### config.mk
export PLATFORM = sky130hd
export DESIGN_NAME = bp_update_sched
export DESIGN_NICKNAME = d
export VERILOG_FILES = /design/src/rtl/bp_pkg.sv /design/src/rtl/bp_fifo.sv /design/src/rtl/bp_update_sched.sv
export SDC_FILE = /design/constraint.sdc
export NUM_CORES = 1
export LEC_CHECK = 0
export CORE_MARGIN = 3
export CORE_UTILIZATION = 30
export DETAILED_ROUTE_END_ITERATION = 16
export PLACE_DENSITY_LB_ADDON = 0.25
export SLEW_MARGIN = 20
export SYNTH_ARGS = -nofsm -noshare
export SYNTH_HDL_FRONTEND = slang
export SYNTH_HIERARCHICAL = 1
export SYNTH_SLANG_ARGS = --single-unit
### constraint.sdc
create_clock -name CLK -period 6.85 [get_ports CLK]
set_input_delay 2.055 -clock CLK [delete_from_list [all_inputs] [get_ports CLK]]
set_output_delay 2.055 -clock CLK [all_outputs]
set_load 0.03 [all_outputs]
### src/rtl/bp_pkg.sv
// bp_pkg: shared types for the branch predictor update scheduler.
package bp_pkg;
  localparam int IDXW_DEF = 2;
  typedef enum logic [1:0] {EMPTY, READY, DEFER} bpupd_state_t;
  typedef struct packed {
    logic [IDXW_DEF-1:0] index;
    logic                taken;
  } bp_entry_t;
endpackage

### src/rtl/bp_fifo.sv
// bp_fifo: synchronous FIFO with a separate occupancy counter for full/empty.
module bp_fifo #(
  parameter  int DEPTH = 4,
  parameter  int W     = 3,
  localparam int AW    = $clog2(DEPTH),
  localparam int CW    = $clog2(DEPTH+1)
) (
  input  logic          i_clk,
  input  logic          i_rst,
  input  logic          i_push,
  input  logic          i_pop,
  input  logic [W-1:0]  i_din,
  output logic [W-1:0]  o_dout,
  output logic          o_full,
  output logic          o_empty,
  output logic [CW-1:0] o_count
);
  logic [W-1:0]  r_mem [DEPTH];
  logic [AW-1:0] r_wp, r_rp;
  logic [CW-1:0] r_cnt;
  logic          w_push, w_pop;
  assign o_full  = r_cnt == CW'(DEPTH);
  assign o_empty = r_cnt == '0;
  assign o_count = r_cnt;
  assign o_dout  = r_mem[r_rp];
  assign w_push  = i_push & ~o_full;
  assign w_pop   = i_pop & ~o_empty;
  always_ff @(posedge i_clk)
    if (w_push) r_mem[r_wp] <= i_din;
  // Pointers wrap naturally because DEPTH is a power of two.
  always_ff @(posedge i_clk) begin
    if (i_rst) begin
      r_wp  <= '0;
      r_rp  <= '0;
      r_cnt <= '0;
    end else begin
      if (w_push) r_wp <= r_wp + AW'(1);
      if (w_pop) r_rp <= r_rp + AW'(1);
      r_cnt <= r_cnt + CW'(w_push) - CW'(w_pop);
    end
  end
endmodule

### src/rtl/bp_update_sched.sv
// bp_update_sched: buffers resolved branches and retires them into the 2-bit counter table,
// deferring one cycle on a fetch read of the same entry, and counts mispredictions.
module bp_update_sched
  import bp_pkg::*;
#(
  parameter  int DEPTH = 4,
  parameter  int IDXW  = IDXW_DEF,
  parameter  int CNTW  = 16,
  localparam int CW    = $clog2(DEPTH+1)
) (
  input  logic            CLK,
  input  logic            RST,
  input  logic            res_valid,
  input  logic [IDXW-1:0] res_index,
  input  logic            res_taken,
  input  logic            res_mispred,
  output logic            res_ready,
  input  logic            if_rd_valid,
  input  logic [IDXW-1:0] if_rd_index,
  output logic            upd_en,
  output logic [IDXW-1:0] upd_index,
  output logic            upd_taken,
  output logic [CW-1:0]   pending,
  input  logic            clr_stats,
  output logic [CNTW-1:0] miss_count
);
  typedef struct packed {
    logic [IDXW-1:0] index;
    logic            taken;
  } entry_t;
  entry_t       w_head;
  logic         w_full, w_empty, w_push, w_conflict;
  logic [CW-1:0] w_cnt_next;
  bpupd_state_t r_state, w_next;
  logic [CNTW-1:0] r_miss;
  bp_fifo #(.DEPTH(DEPTH), .W(IDXW+1)) u_fifo (
    .i_clk   (CLK),
    .i_rst   (RST),
    .i_push  (w_push),
    .i_pop   (upd_en),
    .i_din   ({res_index, res_taken}),
    .o_dout  (w_head),
    .o_full  (w_full),
    .o_empty (w_empty),
    .o_count (pending)
  );
  assign res_ready  = ~w_full;
  assign w_push     = res_valid & ~w_full;
  assign w_conflict = if_rd_valid & (if_rd_index == w_head.index);
  assign upd_en     = (r_state == READY & ~w_conflict) | (r_state == DEFER);
  assign upd_index  = r_state == EMPTY ? '0 : w_head.index;
  assign upd_taken  = r_state == EMPTY ? 1'b0 : w_head.taken;
  assign miss_count = r_miss;
  assign w_cnt_next = pending + CW'(w_push) - CW'(upd_en);
  // A freshly pushed entry only becomes issuable via the registered state, so there is no bypass.
  always_comb
    w_next = (!upd_en && r_state == READY) ? DEFER : (w_cnt_next == '0 ? EMPTY : READY);
  always_ff @(posedge CLK) begin
    if (RST) r_state <= EMPTY;
    else r_state <= w_next;
  end
  always_ff @(posedge CLK) begin
    if (RST || clr_stats) r_miss <= '0;
    else if (w_push && res_mispred && !(&r_miss)) r_miss <= r_miss + CNTW'(1);
  end
  logic w_unused;
  assign w_unused = w_empty;
endmodule

Word level (Yosys, flattened, before mapping) --
Memories as Yosys holds them, arrays and structs flattened. A register that Yosys moved wholly into a read port is not among the register bits. Cells that the tools add are included.
Word-level totals: flip-flop bits (word level) 25, bits in writable memories 12, input bits 11, output and inout bits 24, memories kept 1
Memory list:
- u_fifo.r_mem | depth 4, bits a word 3, read ports 1, clocked after Yosys merged registers in 1, wr ports 1, line bp_fifo.sv:18 | logic [W-1:0] r_mem [DEPTH];
Cells by class: add/sub/neg operators 7, eq/ne operators 4, multiplexer cells 8, bitwise gates (word level) 9, reduce and logical (&&, ||, !) cells 11
Operators by type and width (number):
- $add 16x1->16 const B | 1
- $reduce_and 16->1 | 1
- $mux 2 | 4
- $add 3x1->3 | 2
- $logic_not 3->1 | 2
- $sub 3x1->3 | 2
- $and 1x1->1 | 5
- $add 2x1->2 const B | 2
- $mux 1 | 4
- $eq 3x3->1 const B | 1
- $logic_and 1x1->1 | 3
- $not 1->1 | 3
- $eq 2x1->1 const B | 1
- $eq 2x2->1 | 1
- $eq 2x2->1 const B | 1
- $logic_not 1->1 | 2
- $logic_not 2->1 | 1
- $reduce_or 2->1 | 1
- $logic_or 1x1->1 | 1
- $or 1x1->1 | 1

Longest topological paths before layout --
Gate-level depths: netlist of run 1.
word-level depth 9, gate-level depth with buffers 14

Modules after synthesis --
The synthesis of run 1 kept the hierarchy.
By module, submodules not included:
- bp_update_sched | instances 1, cells an instance 121, area each 1076.0 sq um, sequential area each 360.3 sq um
- bp_fifo | instances 1, cells an instance 66, area each 907.1 sq um, sequential area each 540.5 sq um

Worst setup path after synthesis of run 1 --
OpenSTA, ideal clock, no wires.
path kind in2out, start input port if_rd_index[0], end output port upd_en, arrival time 3.173 ns, required time 4.795 ns, path slack 1.622 ns, cell stages on the path 4, path through xnor2_1 -> and3_1 -> or3b_2 -> o21ai_0
Between the ends: cells in the longest elaborated chain, start to end 5
RTL lines:
- start, declared | line bp_update_sched.sv:19 | input logic [IDXW-1:0] if_rd_index,
- $eq 2x2->1 | line bp_update_sched.sv:49 | assign w_conflict = if_rd_valid & (if_rd_index == w_head.index);
- $and 1x1->1 | line bp_update_sched.sv:49
- $not 1->1 | line bp_update_sched.sv:50 | assign upd_en = (r_state == READY & ~w_conflict) | (r_state == DEFER);
- $and 1x1->1 | line bp_update_sched.sv:50
- $or 1x1->1 | line bp_update_sched.sv:50
- end, declared | line bp_update_sched.sv:20 | output logic upd_en,
Every way passes these cells.

Final worst setup path of run 1 --
Same ends and word-level chain as after synthesis.

==> reports/summary.md, run 1 <==
At the pin with the least slew margin, the transition time is 0.664 ns. The number of max-slew violations in the final report came out at 0. For this configuration, the core starts out at a cell density of 32.2%. After technology mapping, the gate count stands at 187.

The global-route wire length before repair came out at 6.89 mm. The most common cell after layout, fill and taps aside was sky130_fd_sc_hd__clkdlybuf4s50_1. Ranked by total cell area, the synthesized netlist is headed by sky130_fd_sc_hd__dfxtp_1, sky130_fd_sc_hd__edfxtp_1, sky130_fd_sc_hd__ha_1. For the number of buffers inserted by hold repair at cts, the log shows 0. Summed over all instances, the cell type with the most area after synthesis is sky130_fd_sc_hd__dfxtp_1. The category of the most critical setup path is primary input to primary output. The synthesized netlist occupies a cell area of 1980 µm². On the final layout, the worst clock skew is 0.00701 ns.

Setup repair after global routing left no endpoint under its margin. Along the worst path, the maximum fanout reaches 4. The post-route netlist has 10.2% of its cells at a drive strength greater than 1. Dividing the final minimum period by the clock period gives 91.7%. For the via count of the first global-routing pass, the log shows 1,401.

After clock tree synthesis, the clock-pin slew on the worst setup and hold paths is 0.07 ns. Adding up every negative setup slack in the final design gives 0 ns. The width of the die works out to 87.3 µm. The flip-flop cell with the highest count after synthesis was sky130_fd_sc_hd__dfxtp_1.

The number of clock sinks is 39. Setup violations remaining at the end of the flow were counted as 0. The total overflow left after global routing is 0. Buffers inserted during clock tree synthesis total 5. Worst-path cell with the longest stage delay: sky130_fd_sc_hd__clkdlybuf4s50_1. Maximum number of pins on one net before global-route repair: 15.

The highest cell delay on the worst timing path came out at 0.78 ns. The cell family contributing the most delay on the critical path was buffers and inverters. For the final RePlAce weighted congestion, the log shows 0.728. The signal on the critical path passes through clkdlybuf4s50_1 > xnor2_1 > and3_1 > or3b_2 > o21ai_0 > clkdlybuf4s50_1. In this design, the critical path's most frequently occurring cell is sky130_fd_sc_hd__clkdlybuf4s50_1. Together, buffers and inverters on the worst path number 2. The nature of the critical path endpoint is a primary output. Post-cts repair resize count: 0.

Power spread over the standard cell area amounts to 285 nW/µm². No sink is reached through more buffers than the 2 on the longest clock path. Wires add up to 4.12 mm. The cell at the root of the clock tree is sky130_fd_sc_hd__clkbuf_8. The share of synthesized area in the top cell type comes to 27.3%. The logs give 4.80 ns for the worst path required time and 6170 µm² for the core area.

The H-tree was split into 2 levels. The count of nets left with antenna violations once routing finished came out at 0. The logs give 0 for the post-detailed-route DRC marker count and 0.863 nW for the cell leakage power. For the count of boundary I/O pins, the log shows 35.

The iteration-0 DRC count of the detailed router was 75; the count of input and output buffers was 34. Class of the tightest hold or removal check: register to register. After synthesis, the mean cell area works out to 10.6 µm². The number of enable flip-flop cells after synthesis works out to 12. For the final core utilization, the log shows 40.3%. Share of async-settable or async-resettable flops after synthesis: 0%.

Distinct cell type count after synthesis: 48. For the number of warnings printed during yosys synthesis, the log shows 6. In the layout the commonest cells are sky130_fd_sc_hd__clkdlybuf4s50_1, sky130_fd_sc_hd__dfxtp_1, sky130_fd_sc_hd__inv_1. The number of nets in the layout was 247. In this run the core area contains 28 standard-cell rows. Summed over all nets, the half-perimeter wirelength after detailed placement is 3.10 mm. Layout overhead on the synthesized area: 25.2%.

The average via count per standard cell is 5.02. Sequential elements use 45.4% of the synthesized area. The flow ran to the end, and the final reports show no timing, DRC or antenna violations. Timing would allow up to 0.159 GHz. The tools report the via count as 1,511. The wire length per cell after detailed routing is 13.7 µm, and the antenna diode count is 0. The die height is 87.3 µm. The tools report the die outline area as 7620 µm².

The logs give 1010 µm² for the area taken by multi-input logic gates and 0.29 ns for the clock latency reported for the late side of the worst-skew pair. The layout has 621 filler cells. The final number of hold-violating endpoints came out at 0. The tools report the number of antenna violations at the first check in global routing as 0. Across the run, the number of max-cap violations was 0.

Worst vdd rail ir drop: 0.146 mV. The startpoint class of the critical path is a primary input. Worst endpoint data arrival time: 4.23 ns. The number of synthesized register bits was 39. TritonCTS built the clock tree.

Buffers added to address setup during post-CTS repair amount to 0. The post-synthesis net count was 209; the sequential cell area was 901 µm². Global routing used 11.8% of the available tracks across all layers.

The final period demand of the worst path is 6.28 ns, and the number of search-and-repair iterations in the first detailed-routing pass is 4. Headroom to the max-slew limit came out at 55.4%.
## state kept, by name, indices dropped and copies added, names as in the netlist, named ones only
name and count:
u_fifo/r_wp 2, u_fifo/o_count 3, r_state 2, u_fifo/r_rp 2
miss_count 16, u_fifo/r_mem 12
## cells in the mapped netlist, types with 2 or more instances
| library cell | n |
|---|---|
| sky130_fd_sc_hd__xor2_1 | 2 |
| sky130_fd_sc_hd__inv_1 | 16 |
| sky130_fd_sc_hd__fa_1 | 2 |
| sky130_fd_sc_hd__o41ai_1 | 3 |
| sky130_fd_sc_hd__o311ai_0 | 3 |
| sky130_fd_sc_hd__nand3_1 | 6 |
| sky130_fd_sc_hd__nor3_1 | 4 |
| sky130_fd_sc_hd__and2_1 | 4 |
| sky130_fd_sc_hd__o21ai_0 | 7 |
| sky130_fd_sc_hd__nor2b_1 | 5 |
| sky130_fd_sc_hd__mux4_2 | 3 |
| sky130_fd_sc_hd__a311oi_1 | 2 |
| sky130_fd_sc_hd__o31ai_1 | 4 |
| sky130_fd_sc_hd__a21oi_1 | 10 |
| sky130_fd_sc_hd__xnor2_1 | 6 |
| sky130_fd_sc_hd__nand2_1 | 10 |
| sky130_fd_sc_hd__nand4_1 | 2 |
| sky130_fd_sc_hd__nand2b_1 | 2 |
| sky130_fd_sc_hd__or4_1 | 3 |
| sky130_fd_sc_hd__and4_4 | 2 |
| sky130_fd_sc_hd__ha_1 | 9 |
| sky130_fd_sc_hd__nor4_1 | 3 |
| sky130_fd_sc_hd__nor2_2 | 2 |
| sky130_fd_sc_hd__dfxtp_1 | 27 |
| sky130_fd_sc_hd__edfxtp_1 | 12 |
| sky130_fd_sc_hd__nor2_1 | 7 |
| sky130_fd_sc_hd__mux2i_1 | 3 |
| sky130_fd_sc_hd__or3_1 | 7 |
| sky130_fd_sc_hd__clkbuf_1 | 2 |
## worst register-to-register path: cells and delay by family (launching register included)
kind                       cells  cell delay [ns]
DFF                            1             0.43
buffers and inverters          2             0.13
muxes                          1             0.57
xor gates and xnor gates       3             0.46
adders and majority gates      3             0.66
AOI/OAI and AO/OA              2             0.43
and+or+nand+nor                3             0.68
## power by group
group | total (mW) | leakage (nW) | internal, mW | switching, mW
combinational | 0.262 | 0.491 | 0.126 | 0.136
sequential | 0.297 | 0.329 | 0.268 | 0.0297
clock | 0.149 | 0.0422 | 0.0715 | 0.0779
total | 0.709 | 0.863 | 0.465 | 0.244
## metrics by stage
step	area, µm²	power, mW	cells	worst slack [ns]	hold WS (ns)
finish	2480	0.709	301	0.566	0.481
floorplan	1980	0.487	187	1.62	0.434
detailed placement	2400	0.570	293	0.524	0.473
CTS	2480	0.722	301	0.520	0.484
global placement	2400	0.566	293	0.566	0.460
global route	2480	0.764	301	0.402	0.508
## logic make-up after synthesis
| family | Yosys count | synth area share (%) |
|---|---|---|
| AOI/OAI and AO/OA | 33 | 11.1 |
| DFF | 39 | 45.4 |
| and+or+nand+nor | 71 | 23.5 |
| xor gates and xnor gates | 8 | 3.53 |
| buffers and inverters | 19 | 3.79 |
| adders and majority gates | 11 | 7.70 |
| muxes | 6 | 4.92 |
## worst paths after layout
check                                    start                end  slack (ns)  depth (start not counted)
worst max register to register        register  u_fifo/o_count[2]        3.36                         14
worst max-delay path            if_rd_index[0]             upd_en        0.57                          6
worst min register to register      r_state[1]         r_state[1]        0.48                          1
worst min-delay path                r_state[1]         r_state[1]        0.48                          1
## area by class of cell
class / instances / area share [%]
Clock buffer: 7 / 3.07
Timing Repair Buffer: 34 / 13.7
Tap cell: 75 / 3.78
Clock inverter: 1 / 0.202
Multi-Input combinational cell: 129 / 40.6
Inverter: 16 / 2.42
Sequential cell: 39 / 36.3
## routing by layer
metal / vias up / routed length, µm / track usage [%]
li1: 771 / - / -
met1: 701 / 2010 / 16.4
met2: 33 / 1810 / 16.7
met3: 6 / 217 / 2.93
met4: 0 / 87 / 5.86
met5: - / 0 / 0
No activity file was read; power rests on OpenSTA's default activity.
==> run 2, diff against run 1 <==
- clock period: 6.85 -> 7.89 ns (I/O delays scaled with it)
==> reports/summary.md, run 2 (synthesis results as in run 1) <==
Cell leakage power: 0.860 nW. Cells with a size suffix above 1 make up 10.2% of the layout. The aggregate global-route resource usage was 11.5%; the final period demand of the worst path was 6.95 ns.

The number of max-slew violations in the final report was 0. The worst hold path begins at r_state[1]. Summed over all failing endpoints, the final setup total negative slack is 0 ns. Wires add up to 4.05 mm.

The floorplan step defined a die boundary enclosing 7620 µm². The area taken by multi-input logic gates came out at 1010 µm². In this design, the stage delay of the slowest critical-path cell is 0.78 ns.

After filler insertion, the fill cell instance count of the layout stands at 599. STA classifies the critical path endpoint as a primary output. For the final number of hold-violating endpoints, the log shows 0. The most common cell after layout, fill and taps aside is sky130_fd_sc_hd__clkdlybuf4s50_1. The H-tree was split into 2 levels. Clock tree synthesis inserted a total of 5 buffers. The cell sitting at the root of the clock tree is a sky130_fd_sc_hd__clkbuf_8. After clock tree synthesis, the flow added hold-fix buffers numbering 0.

Pin placement for this block handled 35 I/O pins. The number of nets in the layout was 247; the global-route wire length before repair was 6.76 mm. Final RePlAce weighted congestion: 0.728.

In this run the core area contains 28 standard-cell rows. For this configuration, the core starts out at a cell density of 32.2%. The count of input and output buffers was 34. The number of antenna-violating nets in the routed design is 0. Class of the tightest hold or removal check: register to register. The final cycle utilization of the critical path came out at 88.1%.

The worst-path cell with the longest stage delay is sky130_fd_sc_hd__clkdlybuf4s50_1. STA classifies the critical path startpoint as a primary input. The register with the most flip-flops in the layout has 16 of them.

The worst-case clock skew is 0.00729 ns, and the die height is 87.3 µm. The maximum clock frequency is 0.144 GHz, and the global-route congestion overflow total is 0. For hold timing, the worst endpoint is r_state[1]. Post-detailed-route DRC marker count: 0. In this run, the number of DRC markers left after iteration 0 of detailed routing was 95. The core region is 6170 µm². In the final routed layout, each cell accounts on average for 13.4 µm. The post-CTS setup buffer count is 0. In the layout the commonest cells are sky130_fd_sc_hd__clkdlybuf4s50_1, sky130_fd_sc_hd__dfxtp_1, sky130_fd_sc_hd__inv_1. The number of search-and-repair iterations in the first detailed-routing pass is 4, and the power density of the placed cells is 248 nW/µm². The run gives 0.157 mV as the worst vdd rail ir drop. Final count of negative-setup-slack endpoints: 0. The via count of the first global-routing pass was 1,389. The run finished with clean final reports. The register-to-register path setup slack is 4.36 ns, and the via count is 1,506.

The maximum number of pins on one net before global-route repair was 15; the maximum fanout encountered on the critical timing path was 4. Summing all flip-flop and latch instances after layout gives 901 µm². At the later pin of the worst-skew pair, clock insertion delay measures 0.29 ns.

The category of the most critical setup path was primary input to primary output. The critical path goes through clkdlybuf4s50_1 > xnor2_1 > and3_1 > or3b_2 > o21ai_0 > clkdlybuf4s50_1. The clock transition at the registers of the reported paths was 0.08 ns; the worst path required time was 5.52 ns. Counting along the longest clock path gives a buffer depth of 2. Counting every sink on the clock net gives 39. Depth of the worst register-to-register path: 14. Setup repair after global routing left no endpoint under its margin. The tools report the antenna diode count as 0. Gates resized during post-CTS repair numbered 0. The tool flagged a number of max-cap violations equal to 0. At the worst endpoint, the arrival time is 4.58 ns.

In this run the critical register-to-register path is captured at u_fifo/o_count[2]. The number of cells on the worst hold path was 1; the average via count per standard cell was 5.00. For the pin with the worst max-slew slack, the measured transition is 0.663 ns. TritonCTS built the clock tree. The layout overhead on the synthesized area is 25.4%. The most numerous cell type found on the critical path is sky130_fd_sc_hd__clkdlybuf4s50_1. Measured against its own limit, the worst slew margin works out to 55.4%.

The detailed placer's ending HPWL was 3.06 mm; the sum of internal, switching and leakage power was 0.617 mW. Number of antenna violations at the first check in global routing: 0. The die is 87.3 µm wide.
[run 2: report_power, final]
| part | internal (mW) | total (mW) | switching [mW] |
|---|---|---|---|
| combinational | 0.110 | 0.228 | 0.118 |
| clock | 0.0600 | 0.131 | 0.0708 |
| sequential | 0.232 | 0.258 | 0.0261 |
| total | 0.402 | 0.617 | 0.215 |
[run 2: worst max-delay path by stage]
stage | slack [ns] | depth (start not counted) | from | endpoint
after floorplan | 2.04 | 4 | if_rd_index[0] | upd_en
after global placement | 0.98 | 6 | if_rd_index[0] | upd_en
after detailed placement | 0.94 | 6 | if_rd_index[0] | upd_en
after CTS | 0.91 | 6 | if_rd_index[0] | upd_en
after global routing | 0.82 | 6 | if_rd_index[0] | upd_en
final | 0.94 | 6 | if_rd_index[0] | upd_en
[run 2: per-layer routing]
layer  wire [µm]  GRT usage, %
met5           0             0
met4          83          5.86
met3         212          2.84
met2        1770          16.4
met1        1980          16.1
[run 2: cell type report]
type / instances / share of cell area, %
multi-input cells: 129 / 40.5
flip-flops and latches: 39 / 36.2
repair buffers: 34 / 13.7
well taps: 75 / 3.77
clock buffers: 5 / 2.77
inverters: 16 / 2.42
clock inverters: 3 / 0.604
[run 2: metrics by stage]
step / setup slack, ns / hold WS (ns) / std cells / area [µm²] / util, %
4_1_cts: 0.906 / 0.492 / 301 / 2490 / 40.3
3_3_place_gp: 0.979 / 0.461 / 293 / 2400 / 39.0
6_report: 0.939 / 0.486 / 301 / 2490 / 40.3
2_1_floorplan: 2.04 / 0.434 / 187 / 1980 / -
3_5_place_dp: 0.940 / 0.480 / 293 / 2400 / 39.0
5_1_grt: 0.821 / 0.512 / 301 / 2490 / 40.3
[run 2: worst max-delay path, delay by kind of cell]
kind                      cells  cell delay (ns)
buffers and inverters         2             1.20
and+or+nand+nor               2             0.64
AOI/OAI and AO/OA             1             0.25
xor gates and xnor gates      1             0.13
==> run 3, diff against run 2 <==
- SETUP_SLACK_MARGIN: unset -> 0.5
- clock period: 7.89 -> 7.2 ns (I/O delays scaled with it)
==> reports/summary.md, run 3 (synthesis results as in run 1) <==
The run finished with clean final reports. The number of cells in the design after placement is 293, and the final period demand of the worst path is 6.50 ns. The number of antenna violations at the first check in global routing came out at 0. From synthesis to final layout, the design area changed by 25.2%.

The finished cells cover 2480 µm². The wire-length estimate of the detail-placed layout is 3.07 mm. The detail route stage leaves a number of antenna-violating nets equal to 0. For the iteration-0 DRC count of the detailed router, the log shows 85.

The logs give 0 for the post-cts repair resize count and 0.863 nW for the cell leakage power. For this design, the sink count on the clock tree is 39. Leaving out fill and tap cells, the most frequent cell in the layout is sky130_fd_sc_hd__clkdlybuf4s50_1.

The number of hold buffers added after CTS was 0. Entering global routing, the biggest net connects 15 pins. Number of buffers added by the clock tree synthesis step: 5. At the pin with the least slew margin, the transition time is 0.645 ns. The total wire length was 4.07 mm; the relative max-transition margin was 56.7%. For the global-route congestion overflow total, the log shows 0. The deepest level of the CTS H-tree came out at 2. At the end of the flow, the number of nets in the layout was 247. For the post-detailed-route DRC marker count, the log shows 0. The worst endpoint data arrival time came out at 4.34 ns. Setup repair after global routing left no endpoint under its margin.

The first detailed-routing pass took 4 iterations. The tools report the number of max-slew violations in the final report as 0. The number of placement rows was 28; the number of non-filler instances in the completed layout was 301. The first global-routing pass estimated 6.58 mm of wire. Max-cap violations in this run came to 0. From bottom edge to top edge, the die measures 87.3 µm. The tools report the aggregate global-route resource usage as 11.2%. The worst setup path is captured at a primary output. Leaving out fill and tap cells, the most frequent cells in the layout are sky130_fd_sc_hd__clkdlybuf4s50_1, sky130_fd_sc_hd__dfxtp_1, sky130_fd_sc_hd__inv_1. The run gives 2400 µm² as the placement-stage cell area. The register with the most flip-flops in the layout has 16 of them. At the later pin of the worst-skew pair, clock insertion delay measures 0.29 ns. The clock transition at the registers of the reported paths was 0.07 ns. After layout, the worst path uses 90.3% of the clock period. Along the worst path, the maximum fanout reaches 4. Across the VDD grid, the largest voltage drop is 0.136 mV. From left edge to right edge, the die measures 87.3 µm.

The via count of the first global-routing pass came out at 1,346. The die covers 7620 µm². Power spread over the standard cell area amounts to 273 nW/µm². Buffers added to address setup during post-CTS repair amount to 0. In the final routed layout, each cell accounts on average for 13.5 µm. In this run the worst hold path is classified as register to register.

Once the floorplan was initialized, standard cells occupied 32.2% of the core. CTS placed an instance of sky130_fd_sc_hd__clkbuf_8 at the clock tree root. The clock passes through at most 2 buffers. The final number of hold-violating endpoints is 0, and the count of input and output buffers is 34. Adding up every negative setup slack in the final design gives 0 ns.

The category of the most critical setup path was primary input to primary output. Setup violations remaining at the end of the flow were counted as 0. In the routed layout, each cell is associated on average with a via count of 5.03. The count of boundary I/O pins is 35, and the via count is 1,513.

At the end of routability-driven placement, the weighted congestion stood at 0.728. The setup check on the worst reg-to-reg path leaves a slack of 3.65 ns. The startpoint class of the critical path was a primary input.

TritonCTS built the clock tree. The number of antenna diodes in the final layout is 0. The fraction of layout instances using a drive strength above 1 is 10.2%, and the core area is 6170 µm². The logs give 0.154 GHz for the maximum clock frequency and 0.00771 ns for the worst-case clock skew. Total power for the finished layout comes to 0.677 mW. The worst path required time is 5.04 ns.
run 3: through the flow:
step                      util (%)  worst slack (ns)  hold slack [ns]
after floorplan                  -              1.76            0.434
after global placement        39.0             0.706            0.461
after detailed placement      39.0             0.646            0.474
after CTS                     40.3             0.644            0.485
after global routing          40.3             0.599            0.511
final                         40.3             0.696            0.475
run 3: power breakdown:
part / switching (mW) / leakage, nW / internal, mW
logic: 0.131 / 0.491 / 0.120
clock network: 0.0749 / 0.0422 / 0.0680
registers: 0.0284 / 0.329 / 0.255
run 3: worst paths after layout:
path / cells past startpoint / startpoint / end
max reg2reg: 14 / register / u_fifo/o_count[2]
max: 6 / if_rd_index[1] / upd_en
min reg2reg: 1 / r_state[1] / r_state[1]
min: 1 / r_state[1] / r_state[1]
run 3: layer usage:
metal / global-route usage [%] / routed length [µm] / vias up / part of all wire [%]
met5: 0 / 0 / - / 0
met4: 5.86 / 90 / 0 / 2.2
met3: 2.84 / 183 / 7 / 4.5
met2: 16.0 / 1770 / 29 / 43
met1: 15.6 / 2030 / 706 / 50
li1: - / - / 771 / -
run 3: critical path, cell delays in order:
cell                              delay (ns)
sky130_fd_sc_hd__clkdlybuf4s50_1        0.41
sky130_fd_sc_hd__xnor2_1                0.14
sky130_fd_sc_hd__and3_1                 0.19
sky130_fd_sc_hd__or3b_2                 0.43
sky130_fd_sc_hd__o21ai_0                0.24
sky130_fd_sc_hd__clkdlybuf4s50_1        0.78
run 3: layout make-up:
type	instances	area [µm²]
fill	593	3680
multi-input combinational	129	1010
sequential	39	901
timing repair buffer	34	340
tap	75	93.8
clock buffer	7	76.3
inverter	16	60.1
clock inverter	1	5.00
